$ cat src/rtl/alu_share_arb.sv
// Round-robin sharing of one combinational ALU among NUM_REQ valid/ready requesters.
// Issue register feeds the ALU, response register captures it: latency 2, a held response freezes both.
module alu_share_arb #(
   parameter int NUM_REQ = 2,
   parameter int ID_W    = (NUM_REQ > 1) ? $clog2(NUM_REQ) : 1
) (
   input  logic                  clk,
   input  logic                  rst,
   input  logic [NUM_REQ-1:0]    req_valid,
   output logic [NUM_REQ-1:0]    req_ready,
   input  logic [32*NUM_REQ-1:0] req_a,
   input  logic [32*NUM_REQ-1:0] req_b,
   input  logic [5*NUM_REQ-1:0]  req_op,
   input  logic [32*NUM_REQ-1:0] req_pc,
   output logic [31:0]           alu_A,
   output logic [31:0]           alu_B,
   output logic [31:0]           alu_PC,
   output logic [4:0]            alu_op,
   input  logic [31:0]           alu_C,
   input  logic                  alu_zero,
   output logic                  resp_valid,
   input  logic                  resp_ready,
   output logic [ID_W-1:0]       resp_id,
   output logic [31:0]           resp_c,
   output logic                  resp_zero
);

   logic [31:0] a_arr  [NUM_REQ];
   logic [31:0] b_arr  [NUM_REQ];
   logic [31:0] pc_arr [NUM_REQ];
   logic [4:0]  op_arr [NUM_REQ];

   for (genvar i = 0; i < NUM_REQ; i++) begin : g_unpack
      assign a_arr[i]  = req_a[32*i +: 32];
      assign b_arr[i]  = req_b[32*i +: 32];
      assign pc_arr[i] = req_pc[32*i +: 32];
      assign op_arr[i] = req_op[5*i +: 5];
   end

   logic            s1_valid_q, s1_valid_d;
   logic [ID_W-1:0] s1_id_q, s1_id_d;
   logic [31:0]     s1_a_q, s1_a_d;
   logic [31:0]     s1_b_q, s1_b_d;
   logic [31:0]     s1_pc_q, s1_pc_d;
   logic [4:0]      s1_op_q, s1_op_d;
   logic            resp_valid_q, resp_valid_d;
   logic [ID_W-1:0] resp_id_q, resp_id_d;
   logic [31:0]     resp_c_q, resp_c_d;
   logic            resp_zero_q, resp_zero_d;
   logic [ID_W-1:0] ptr_q, ptr_d;

   logic            stall, s2_adv, s1_free, accept;
   logic            gnt_found;
   logic [ID_W-1:0] gnt_idx, cand;

   assign stall   = resp_valid_q & ~resp_ready;
   assign s2_adv  = s1_valid_q & ~stall;
   assign s1_free = ~s1_valid_q | s2_adv;
   assign accept  = s1_free & gnt_found & ~rst;

   // Search starts one past the last winner and wraps at NUM_REQ (not at 2**ID_W).
   always_comb begin
      cand      = ptr_q;
      gnt_found = 1'b0;
      gnt_idx   = '0;
      for (int k = 0; k < NUM_REQ; k++) begin
         cand = (cand == ID_W'(NUM_REQ - 1)) ? '0 : cand + ID_W'(1);
         if (!gnt_found && req_valid[cand]) begin
            gnt_found = 1'b1;
            gnt_idx   = cand;
         end
      end
   end

   always_comb begin
      req_ready = '0;
      if (accept) begin
         req_ready[gnt_idx] = 1'b1;
      end
   end

   always_comb begin
      s1_valid_d   = s1_valid_q;
      s1_id_d      = s1_id_q;
      s1_a_d       = s1_a_q;
      s1_b_d       = s1_b_q;
      s1_pc_d      = s1_pc_q;
      s1_op_d      = s1_op_q;
      resp_valid_d = resp_valid_q;
      resp_id_d    = resp_id_q;
      resp_c_d     = resp_c_q;
      resp_zero_d  = resp_zero_q;
      ptr_d        = ptr_q;

      if (accept) begin
         s1_valid_d = 1'b1;
         s1_id_d    = gnt_idx;
         s1_a_d     = a_arr[gnt_idx];
         s1_b_d     = b_arr[gnt_idx];
         s1_pc_d    = pc_arr[gnt_idx];
         s1_op_d    = op_arr[gnt_idx];
         ptr_d      = gnt_idx;
      end else if (s2_adv) begin
         s1_valid_d = 1'b0;
      end

      // A response leaving and a new one arriving on the same edge overlap without a bubble.
      if (s2_adv) begin
         resp_valid_d = 1'b1;
         resp_id_d    = s1_id_q;
         resp_c_d     = alu_C;
         resp_zero_d  = alu_zero;
      end else if (resp_ready) begin
         resp_valid_d = 1'b0;
      end
   end

   always_ff @(posedge clk) begin
      if (rst) begin
         s1_valid_q   <= 1'b0;
         s1_id_q      <= '0;
         s1_a_q       <= '0;
         s1_b_q       <= '0;
         s1_pc_q      <= '0;
         s1_op_q      <= '0;
         resp_valid_q <= 1'b0;
         resp_id_q    <= '0;
         resp_c_q     <= '0;
         resp_zero_q  <= 1'b0;
         ptr_q        <= ID_W'(NUM_REQ - 1);
      end else begin
         s1_valid_q   <= s1_valid_d;
         s1_id_q      <= s1_id_d;
         s1_a_q       <= s1_a_d;
         s1_b_q       <= s1_b_d;
         s1_pc_q      <= s1_pc_d;
         s1_op_q      <= s1_op_d;
         resp_valid_q <= resp_valid_d;
         resp_id_q    <= resp_id_d;
         resp_c_q     <= resp_c_d;
         resp_zero_q  <= resp_zero_d;
         ptr_q        <= ptr_d;
      end
   end

   assign alu_A      = s1_a_q;
   assign alu_B      = s1_b_q;
   assign alu_PC     = s1_pc_q;
   assign alu_op     = s1_op_q;
   assign resp_valid = resp_valid_q;
   assign resp_id    = resp_id_q;
   assign resp_c     = resp_c_q;
   assign resp_zero  = resp_zero_q;

endmodule

$ cat config.mk
export PLATFORM = sky130hd
export DESIGN_NAME = alu_share_arb
export DESIGN_NICKNAME = d
export VERILOG_FILES = /design/src/rtl/alu_share_arb.sv
export SDC_FILE = /design/constraint.sdc
export NUM_CORES = 1
export LEC_CHECK = 0
export CAP_MARGIN = 25
export CORE_AREA = 3 3 144 146
export DETAILED_ROUTE_END_ITERATION = 16
export DIE_AREA = 0 0 147 149
export PLACE_DENSITY = 0.77
export SYNTH_ARGS = -nofsm -noshare
export SYNTH_HDL_FRONTEND = slang
export SYNTH_SLANG_ARGS = --single-unit
$ cat constraint.sdc
create_clock -name clk -period 1.8 [get_ports clk]
set_input_delay 0.36 -clock clk [delete_from_list [all_inputs] [get_ports clk]]
set_output_delay 0.36 -clock clk [all_outputs]
set_load 0.03 [all_outputs]
==> results.py, run 1 <==
metrics = {
    "yosys": {
        "ys_top_cells_by_count": "nand2_1, dfxtp_1, a21oi_1, a311oi_1, o21ai_0",
        "synth.most_common_cell": "nand2_1",
        "synth_nets": 963,
        "ys_seq_elements": 139,
        "synthFlopType": "dfxtp_1",
        "synth_area_leaders": "dfxtp_1, a311oi_1, a21oi_1",
        "synthAdderAreaFrac_pct": 0,
        "seq_area_frac_synth_pct": 45.9,
        "synth_area_mm2": 0.00607,
        "yosys.area.top_type": "dfxtp_1",
        "synth.distinct_cells": 26,
        "synth_compound_area_share_pct": 31.3,
        "synth_top_family_by_area": "compound AO/OA/AOI/OAI gates",
        "avgSynthCellArea_um2": 8.39,
        "yosysWarningCount": 0,
        "synthXorXnorAreaFrac_pct": 0,
        "syn_inst": 723,
        "synth_top_cell_area_share_pct": 45.9,
        "synth-async-reset-ratio_pct": 0,
        "synth_simple_gate_area_share_pct": 13.2,
        "synth_edf_count": 0,
        "muxShareOfSynthArea_pct": 0,
    },
    "clock_network": {
        "clock-sinks": 139,
        "cts-htree-levels": 4,
        "root_buffer": "clkbuf_16",
        "cts_tree": "yes",
        "cts_max_path_buffers": 2,
        "clk_latency_ns": 0.41,
        "path_clk_slew_ns": 0.06,
        "cts_buffers": 17,
    },
    "power": {
        "p_int_w": 0.00640,
        "leakage_nw": 4.88,
        "p_sw_w": 0.00294,
        "power_w": 0.00935,
        "p_comb_share_pct": 25.1,
        "p_per_area_mw_per_mm2": 864,
        "seq_power_share_pct": 36.9,
        "peakVddDrop_mv": 0.566,
        "clkPwrFrac_pct": 38.0,
        "switching_share_pct": 31.5,
    },
    "cells_and_area": {
        "fill_cells": 1808,
        "fin_util_pct": 55.4,
        "drive_above_1_share_pct": 8.08,
        "antenna_cells": 0,
        "final_nets": 1316,
        "areaGrowthSynthToFinish_pct": 78.3,
    },
    "timing": {
        "rsz0062_at_grt": "false",
        "clock.fmax_mhz": 567,
        "maxSlewViolCount": 0,
        "max_slew_margin_pct": 37.5,
        "fin_crit_sh_pct": 97.9,
        "setup_viol": 0,
        "hold_violations": 0,
        "fin_crit_ns": 1.76,
        "skew_ns": 0.00681,
        "tightest_slew_ns": 0.937,
    },
    "grt": {
        "grt_antenna_before_repair": 0,
        "grt.overflow.total": 0,
        "grt_pass1_vias": 6704,
        "grt.total_usage_pct": 20.8,
        "grt_pass1_wl_mm": 36.8,
        "grt_max_degree": 91,
    },
    "routing": {
        "via_count": 7016,
        "drc_errors": 0,
        "drt-wirelength-per-cell_um": 17.8,
        "ant_nets": 0,
        "drtPass1Iterations": 5,
        "viasPerCell": 5.18,
        "wirelength_mm": 24.2,
        "drt-initial-drc-count": 339,
    },
    "critical_path": {
        "cp_max_fo": 3,
        "worstPathArrival_ns": 1.40,
        "r2r-start": "s1_valid_q",
        "crit_required_ns": 1.44,
        "end_kind": "output pin",
        "worstSetupPathType": "primary input to output pin",
        "cp-startpoint": "resp_ready",
        "cp-start-kind": "primary input",
    },
    "floorplanning": {
        "die_area_mm2": 0.0219,
        "die_h_um": 149,
        "die_x_um": 147,
        "io_pins": 378,
        "start_util_pct": 31.1,
        "std_cell_rows": 51,
        "fp.coreArea_mm2": 0.0195,
    },
    "min_path": {
        "hold_path.class": "register to register",
        "min_from": "alu_B[30]",
    },
    "place": {
        "place_congestion": 0.778,
        "hpwl_mm": 17.0,
        "numPortBuffers": 377,
    },
    "run_status": {
        "status": "finished clean",
    },
    "flow_run": {
        "maxCapViolations": 0,
    },
}
## flip-flops by register name, summed over array words and instances, names as in the netlist, 5 cells and up
register	cells
alu_A	32
alu_B	32
alu_PC	32
alu_op	5
resp_c	32
## through the flow
step / hold WS [ns] / cell area [um^2] / worst slack, ns / std cells / TNS (ns)
6_report: 0.463 / 10800 / 0.0375 / 1354 / 0
5_1_grt: 0.488 / 10800 / 0.00239 / 1354 / 0
4_1_cts: 0.469 / 10700 / 0.0000143 / 1350 / 0
3_5_place_dp: 0.459 / 10200 / -0.232 / 1318 / -18.08
3_3_place_gp: 0.455 / 10200 / -0.170 / 1318 / -13.99
2_1_floorplan: 0.440 / 6070 / -0.0344 / 723 / -0.0689
## worst paths after layout
path	to	cells after the start	slack (ns)
worst max-delay path	req_ready[1]	5	0.04
worst min-delay path	alu_B[30]	2	0.46
worst max register to register	resp_c[10]	3	0.22
worst min register to register	alu_B[30]	2	0.46
## logic make-up (layout without fill, tap and decap cells)
| family | after synthesis | count (layout) |
|---|---|---|
| simple gates | 190 | 190 |
| compound gates | 279 | 279 |
| flops | 139 | 139 |
| buf+inv | 115 | 481 |
## repair_timing
action	CTS	global route
hold buffers	0	0
resized for setup	104	38
pin swaps	0	2
buffers inserted	0	4
setup endpoints to repair	104	36
## metal layers
| layer | vias to the layer above | part of all wire [%] | track usage (%) |
|---|---|---|---|
| met5 | - | 0 | 0 |
| met4 | 0 | 2.1 | 6.38 |
| met3 | 33 | 9.5 | 7.54 |
| met2 | 306 | 50 | 36.0 |
| met1 | 3303 | 38 | 24.1 |
| li1 | 3374 | - | - |
## layout by cell type (no fill, tap or decap), drive strengths merged
| cell type | Yosys | final |
|---|---|---|
| o21ai | 37 | 37 |
| a21oi | 109 | 109 |
| clkbuf | 33 | 17 |
| nor2 | 3 | 3 |
| nand3b | 2 | 2 |
| a311oi | 72 | 72 |
| bufinv | 0 | 1 |
| a21boi | 1 | 1 |
| nor3 | 1 | 1 |
| dlygate4sd2 | 0 | 104 |
| o32ai | 29 | 29 |
| nand3 | 34 | 34 |
| inv | 31 | 39 |
| clkinvlp | 0 | 1 |
| a221oi | 29 | 29 |
| buf | 51 | 44 |
| and3b | 1 | 1 |
| clkdlybuf4s50 | 0 | 236 |
| dlymetal6s2s | 0 | 34 |
| or3 | 1 | 1 |
| a21bo | 1 | 1 |
| nand2b | 1 | 1 |
| clkinv | 0 | 5 |
| nor2b | 2 | 2 |
| dfxtp | 139 | 139 |
| o21ba | 1 | 1 |
| nand2 | 145 | 145 |
## power by group through the flow
stage | clock (W) | sequential [W] | combinational, W
detailed placement | 0 | 0.00353 | 0.00247
global route | 0.00378 | 0.00348 | 0.00249
finish | 0.00356 | 0.00345 | 0.00234
CTS | 0.00364 | 0.00345 | 0.00235
floorplan | 0 | 0.00399 | 0.000728
global placement | 0 | 0.00352 | 0.00246
## worst max-delay path: stages
cell	delay (ns)
clkdlybuf4s50_1	0.51
nand3b_4	0.16
nand2_1	0.09
nor2_2	0.12
buf_4	0.17
## layout make-up
| type | count | area [um^2] | share of cell area [%] |
|---|---|---|---|
| clock buffers | 17 | 425 | 3.93 |
| clock inverters | 15 | 174 | 1.61 |
| inverters | 31 | 116 | 1.08 |
| multi-input cells | 469 | 2740 | 25.3 |
| flip-flops and latches | 139 | 2780 | 25.7 |
| well taps | 265 | 332 | 3.06 |
| repair buffers | 418 | 4250 | 39.2 |
Power figures use the tool's default switching activity.
==> run 2: changes to the inputs <==
--- a/config.mk
+++ b/config.mk
@@ -7,8 +7,10 @@
 export LEC_CHECK = 0
 export CAP_MARGIN = 25
 export CORE_AREA = 3 3 144 146
+export CTS_CLUSTER_DIAMETER = 50
 export DETAILED_ROUTE_END_ITERATION = 16
 export DIE_AREA = 0 0 147 149
+export GPL_TIMING_DRIVEN = 0
 export PLACE_DENSITY = 0.77
 export SYNTH_ARGS = -nofsm -noshare
 export SYNTH_HDL_FRONTEND = slang
==> run 2 against run 1 <==
  * Worst hold slack lost 0.076 ns
  * Clock-buffer cell count stayed put
  * Critical path type is now register to output pin
  * Wire length is 13% higher
  * Largest cell class unchanged
==> results.py, run 2 (synthesized netlist as in run 1, its figures left out) <==
metrics = {
    "flow_run": {
        "maxCapViolations": 0,
    },
    "grt": {
        "grt_pass1_vias": 7469,
        "grt.overflow.total": 0,
        "grt_antenna_before_repair": 4,
        "grt_max_degree": 17,
        "grt.total_usage_pct": 23.9,
        "grt_pass1_wl_mm": 41.0,
    },
    "cells_and_area": {
        "mostFrequentLayoutCells": "clkdlybuf4s50_1, nand2_1, dfxtp_1, dlygate4sd2_1, a21oi_1",
        "final_nets": 1365,
        "fill_cells": 1850,
        "regArea_mm2": 0.00279,
        "multi_input_comb_area_mm2": 0.00275,
        "layout.cells.non_filler": 1405,
        "layout_commonest_cell": "clkdlybuf4s50_1",
        "drive_above_1_share_pct": 9.14,
        "fin_area_mm2": 0.0108,
        "areaGrowthSynthToFinish_pct": 78.1,
    },
    "routing": {
        "ant_nets": 0,
        "viasPerCell": 5.20,
        "drtPass1Iterations": 5,
        "drc_errors": 0,
        "wl_met1_mm": 10.3,
        "via_count": 7299,
        "wirelength_mm": 27.4,
        "dr_wl_met3_mm": 2.35,
        "drt-initial-drc-count": 308,
        "met2_length_mm": 14.0,
        "highest-signal-layer": "met5",
        "drt-wirelength-per-cell_um": 19.5,
    },
    "timing": {
        "maxSlewViolCount": 0,
        "skew_ns": 0.00954,
        "tns_ns": 0,
        "setup_viol": 0,
        "hold_violations": 0,
        "tightest_slew_ns": 0.793,
        "hold_ws_ns": 0.387,
        "fin_ws_ns": 0.0449,
        "fin_crit_sh_pct": 97.5,
        "fin_crit_ns": 1.76,
        "max_slew_margin_pct": 47.2,
        "clock.fmax_mhz": 570,
    },
    "critical_path": {
        "crit_required_ns": 1.44,
        "path_buf_inv": 2,
        "critPathSlowestCell": "dfxtp_4",
        "worst_r2r_path_depth": 6,
        "end_kind": "output pin",
        "slowest_delay_ns": 0.36,
        "worstPathCellList": "a21bo_4, buf_8, nor2_4, buf_6",
        "cp_max_fo": 11,
        "cp-start-kind": "register",
        "crit_family": "flip-flops",
        "worstSetupPathType": "register to output pin",
        "crit_cells": 4,
        "worstPathArrival_ns": 1.40,
    },
    "clock_network": {
        "cts_max_path_buffers": 2,
        "cts-htree-levels": 4,
        "clock-sinks": 139,
        "cts_buffers": 17,
        "cts_tree": "yes",
        "ctsHoldBuffers": 0,
        "clk_latency_ns": 0.42,
        "root_buffer": "clkbuf_16",
        "path_clk_slew_ns": 0.06,
    },
    "floorplanning": {
        "die_x_um": 147,
        "start_util_pct": 31.1,
        "die_area_mm2": 0.0219,
        "fp.coreArea_mm2": 0.0195,
        "std_cell_rows": 51,
        "io_pins": 378,
        "die_h_um": 149,
    },
    "place": {
        "postPlaceCellArea_mm2": 0.0102,
        "hpwl_mm": 20.4,
        "place_congestion": 0.862,
        "dp_slack_ns": -1.32,
        "numPortBuffers": 376,
        "dp.cells": 1364,
    },
    "power": {
        "peakVddDrop_mv": 0.567,
        "leakage_nw": 4.72,
        "p_per_area_mw_per_mm2": 866,
    },
    "run_status": {
        "status": "finished clean",
    },
    "min_path": {
        "hold_path.class": "primary input to register",
        "whs_path_depth": 3,
    },
}
[run 2: cell count changes in the layout (fill, tap and decap cells not counted), moves of 3 or more]
cell	delta
buf_12	-15
buf_2	+26
buf_4	-13
buf_6	+13
buf_8	+3
clkbuf_1	+33
dfxtp_4	+3
dlygate4sd2_1	+14
dlymetal6s2s_1	-15
[run 2: tightest hold or removal path, stage by stage]
cell	delay, ns
clkbuf_2	0.13
nor2_1	0.12
a21oi_1	0.15
[run 2: timing repair]
item	4_1_cts	5_1_grt
resized for setup	157	38
pin swaps	2	4
setup endpoints to repair	191	21
setup buffers	7	3
[run 2: worst paths after layout]
| check | startpoint | end | slack (ns) |
|---|---|---|---|
| worst min-delay path | req_valid[1] | s1_valid_q | 0.39 |
| worst min register to register | alu_A[30] | alu_A[30] | 0.46 |
| worst max-delay path | ptr_q | req_ready[1] | 0.04 |
| worst max register to register | ptr_q | alu_PC[21] | 0.13 |
[run 2: report_power, final]
group          switching [W]  internal (W)  total [W]  leakage [nW]
registers           0.000131       0.00333    0.00346          1.15
logic                0.00131       0.00108    0.00239          3.30
clock network        0.00156       0.00196    0.00351         0.277
total                0.00300       0.00636    0.00936          4.72
[run 2: metal layers]
metal | vias up | track usage [%]
li1 | 3472 | -
met1 | 3440 | 26.5
met2 | 341 | 42.9
met3 | 42 | 7.96
met4 | 4 | 8.15
met5 | - | 0
[run 2: through the flow]
step	util, %	total power, W
after floorplan	-	0.00472
after global placement	52.1	0.00600
after detailed placement	52.1	0.00602
after CTS	54.9	0.00941
after global routing	55.3	0.00970
final	55.3	0.00936
[run 2: cell type report]
type	instances	area share (%)
clock inverters	15	1.41
diodes	2	0.0463
clock buffers	17	3.94
inverters	31	1.08
plain buffers	81	4.67
flip-flops and latches	139	25.9
multi-input cells	469	25.4
repair buffers	386	34.5
well taps	265	3.07
==> run 3: changes to the inputs <==
--- a/config.mk
+++ b/config.mk
@@ -5,13 +5,16 @@
 export SDC_FILE = /design/constraint.sdc
 export NUM_CORES = 1
 export LEC_CHECK = 0
+export ABC_AREA = 1
 export CAP_MARGIN = 25
 export CORE_AREA = 3 3 144 146
 export CTS_CLUSTER_DIAMETER = 50
+export CTS_CLUSTER_SIZE = 25
 export DETAILED_ROUTE_END_ITERATION = 16
 export DIE_AREA = 0 0 147 149
 export GPL_TIMING_DRIVEN = 0
-export PLACE_DENSITY = 0.77
+export MAX_ROUTING_LAYER = met4
+export PLACE_DENSITY = 0.78
 export SYNTH_ARGS = -nofsm -noshare
 export SYNTH_HDL_FRONTEND = slang
 export SYNTH_SLANG_ARGS = --single-unit
==> run 3 against run 2 <==
  * The flow now finishes with violations (setup timing)
  * Core utilization up 0.70 points
  * Synthesized area up 2.4%
  * Clock skew down 0.0010 ns
  * Clock-buffer cell count unchanged
  * First-iteration DRC count up 50%
  * Combinational power down 2%
  * Register-to-register slack worse by 0.04 ns
  * Final area up 1.3%
  * Worst setup slack worse by 0.052 ns
  * Wire length down 5.2%
  * Cell count up 16%
  * Critical path type is now primary input to output pin
  * Largest power group unchanged
  * Highest routed layer is now met4
==> results.py, run 3 <==
metrics = {
    "critical_path": {
        "crit_required_ns": 1.44,
        "cp-start-kind": "primary input",
        "worstSetupPathType": "primary input to output pin",
        "r2r-start": "ptr_q",
        "worst_r2r_path_depth": 8,
        "cp_max_fo": 3,
        "rr_endpoint": "alu_B[8]",
        "slowest_delay_ns": 0.47,
        "end_kind": "output pin",
        "critPathSlowestCell": "clkdlybuf4s50_1",
        "r2r_slack_ns": 0.09,
        "worstPathCellList": "clkdlybuf4s50_1, inv_2, nand3_4, nand3_2, buf_8, nor2_4, buf_6",
        "worstPathArrival_ns": 1.45,
    },
    "clock_network": {
        "clk_latency_ns": 0.42,
        "cts_max_path_buffers": 2,
        "cts_buffers": 17,
        "root_buffer": "clkbuf_16",
        "clock-sinks": 139,
        "cts-htree-levels": 4,
        "cts_tree": "yes",
        "path_clk_slew_ns": 0.06,
    },
    "flow_run": {
        "maxCapViolations": 0,
    },
    "timing": {
        "hold_ws_ns": 0.383,
        "max_slew_margin_pct": 56.6,
        "fin_ws_ns": -0.00736,
        "setup_viol": 2,
        "clock.fmax_mhz": 553,
        "maxSlewViolCount": 0,
        "skew_ns": 0.00850,
        "fin_crit_ns": 1.81,
        "hold_violations": 0,
        "rsz0062_at_grt": "true",
        "fin_crit_sh_pct": 100,
        "tightest_slew_ns": 0.651,
    },
    "grt": {
        "grt_max_degree": 17,
        "grt.total_usage_pct": 23.1,
        "grt_antenna_before_repair": 1,
        "grt.overflow.total": 0,
        "grt_pass1_vias": 7269,
        "grt_pass1_wl_mm": 38.6,
    },
    "yosys": {
        "syn_inst": 947,
        "synth.distinct_cells": 13,
        "ys_seq_elements": 139,
        "synth_edf_count": 0,
        "synth_nets": 1187,
        "avgSynthCellArea_um2": 6.56,
        "synth_area_leaders": "dfxtp_1, nand2_1, nand3_1",
        "synth_top_cell_area_share_pct": 44.8,
        "synth.most_common_cell": "nand2_1",
        "synth_area_mm2": 0.00621,
        "synth-async-reset-ratio_pct": 0,
        "yosys.area.top_type": "dfxtp_1",
        "yosysWarningCount": 0,
        "ys_top_cells_by_count": "nand2_1, dfxtp_1, nand3_1, a21oi_1, nor2_1",
        "synthFlopType": "dfxtp_1",
        "seq_area_frac_synth_pct": 44.8,
    },
    "floorplanning": {
        "std_cell_rows": 51,
        "die_area_mm2": 0.0219,
        "die_h_um": 149,
        "die_x_um": 147,
        "start_util_pct": 31.8,
        "fp.coreArea_mm2": 0.0195,
        "io_pins": 378,
    },
    "power": {
        "seq_power_share_pct": 37.0,
        "switching_share_pct": 31.8,
        "leakage_nw": 5.32,
        "clkPwrFrac_pct": 37.4,
        "p_comb_share_pct": 25.5,
        "peakVddDrop_mv": 0.555,
        "p_sw_w": 0.00292,
        "p_per_area_mw_per_mm2": 840,
        "p_int_w": 0.00627,
    },
    "cells_and_area": {
        "final_nets": 1592,
        "fin_util_pct": 56.0,
        "areaGrowthSynthToFinish_pct": 76.1,
        "mostFrequentLayoutCells": "nand2_1, clkdlybuf4s50_1, dfxtp_1, dlygate4sd2_1, a21oi_1",
        "layout_commonest_cell": "nand2_1",
        "drive_above_1_share_pct": 7.55,
    },
    "routing": {
        "drt-initial-drc-count": 461,
        "drc_errors": 0,
        "drt-wirelength-per-cell_um": 15.9,
        "drtPass1Iterations": 5,
        "ant_nets": 0,
        "wirelength_mm": 26.0,
        "viasPerCell": 4.72,
        "via_count": 7702,
    },
    "min_path": {
        "min_from": "rst",
        "hold_path.class": "primary input to register",
        "hold_end": "ptr_q",
        "whs_path_depth": 5,
    },
    "place": {
        "hpwl_mm": 20.1,
        "numPortBuffers": 376,
        "place_congestion": 0.897,
    },
    "run_status": {
        "status": "finished with violations",
        "violations": "setup timing",
    },
}
[run 3: cell count changes in the layout (fill, tap and decap cells not counted), sizes merged, moves of 2 or more]
cell and change:
o32ai -29, nand3b -2, a21oi -6, a311oi -72, nand2 +267, dlygate4sd2 +5
nor2 +67, a221oi -29, clkinv +3, dlymetal6s2s -4, nor2b -2, buf -7
inv -27, nand3 +70
[run 3: logic make-up after synthesis]
kind of cell | synth area share, %
buf+inv | 6.48
flops | 44.8
compound gates | 11.2
simple gates | 37.5
[run 3: per-layer routing]
metal	share of wire [%]	global-route usage, %
met5	0	-
met4	2.3	7.08
met3	7.5	6.29
met2	52	40.8
met1	39	25.5
[run 3: area by class of cell]
| cell class | instances | area, um^2 |
|---|---|---|
| clock buffers | 17 | 425 |
| multi-input cells | 725 | 3080 |
| diodes | 1 | 2.50 |
| inverters | 7 | 26.3 |
| plain buffers | 74 | 402 |
| clock inverters | 15 | 154 |
| flip-flops and latches | 139 | 2790 |
| repair buffers | 388 | 3740 |
| fillers | 1944 | 8580 |
| well taps | 265 | 332 |
[run 3: through the flow]
stage	instance area (um^2)	setup TNS, ns	setup slack, ns	total power (W)	std cells
after floorplan	6220	0	0.109	0.00465	947
after global placement	10300	-40.27	-1.27	0.00588	1588
after detailed placement	10300	-41.08	-1.23	0.00591	1588
after CTS	10900	-0.0888	-0.0888	0.00927	1627
after global routing	10900	-0.114	-0.0595	0.00963	1631
final	10900	-0.00843	-0.00736	0.00919	1631
[run 3: critical path, delay by kind of cell]
family	cells	cell delay [ns]
buf+inv	4	0.81
simple gates	3	0.27
[run 3: worst max path at each step]
stage,from,to,cells after the start
detailed placement,req_valid[0],req_ready[0],8
global route,resp_ready,req_ready[1],7
finish,resp_ready,req_ready[1],7
global placement,req_valid[0],req_ready[0],8
CTS,resp_ready,req_ready[0],9
floorplan,rst,req_ready[1],6
[run 3: timing repair]
action	in CTS	in global routing
pin swaps	4	2
buffers inserted	8	4
resized for setup	159	26
hold buffers	0	0
endpoints found under the setup margin	127	70
[run 3: power groups by stage]
stage               Sequential (W)  Combinational, W  Clock (W)
floorplan                  0.00389          0.000765          0
global placement           0.00347           0.00241          0
detailed placement         0.00348           0.00243          0
CTS                        0.00340           0.00236    0.00351
global route               0.00343           0.00253    0.00367
finish                     0.00340           0.00235    0.00344
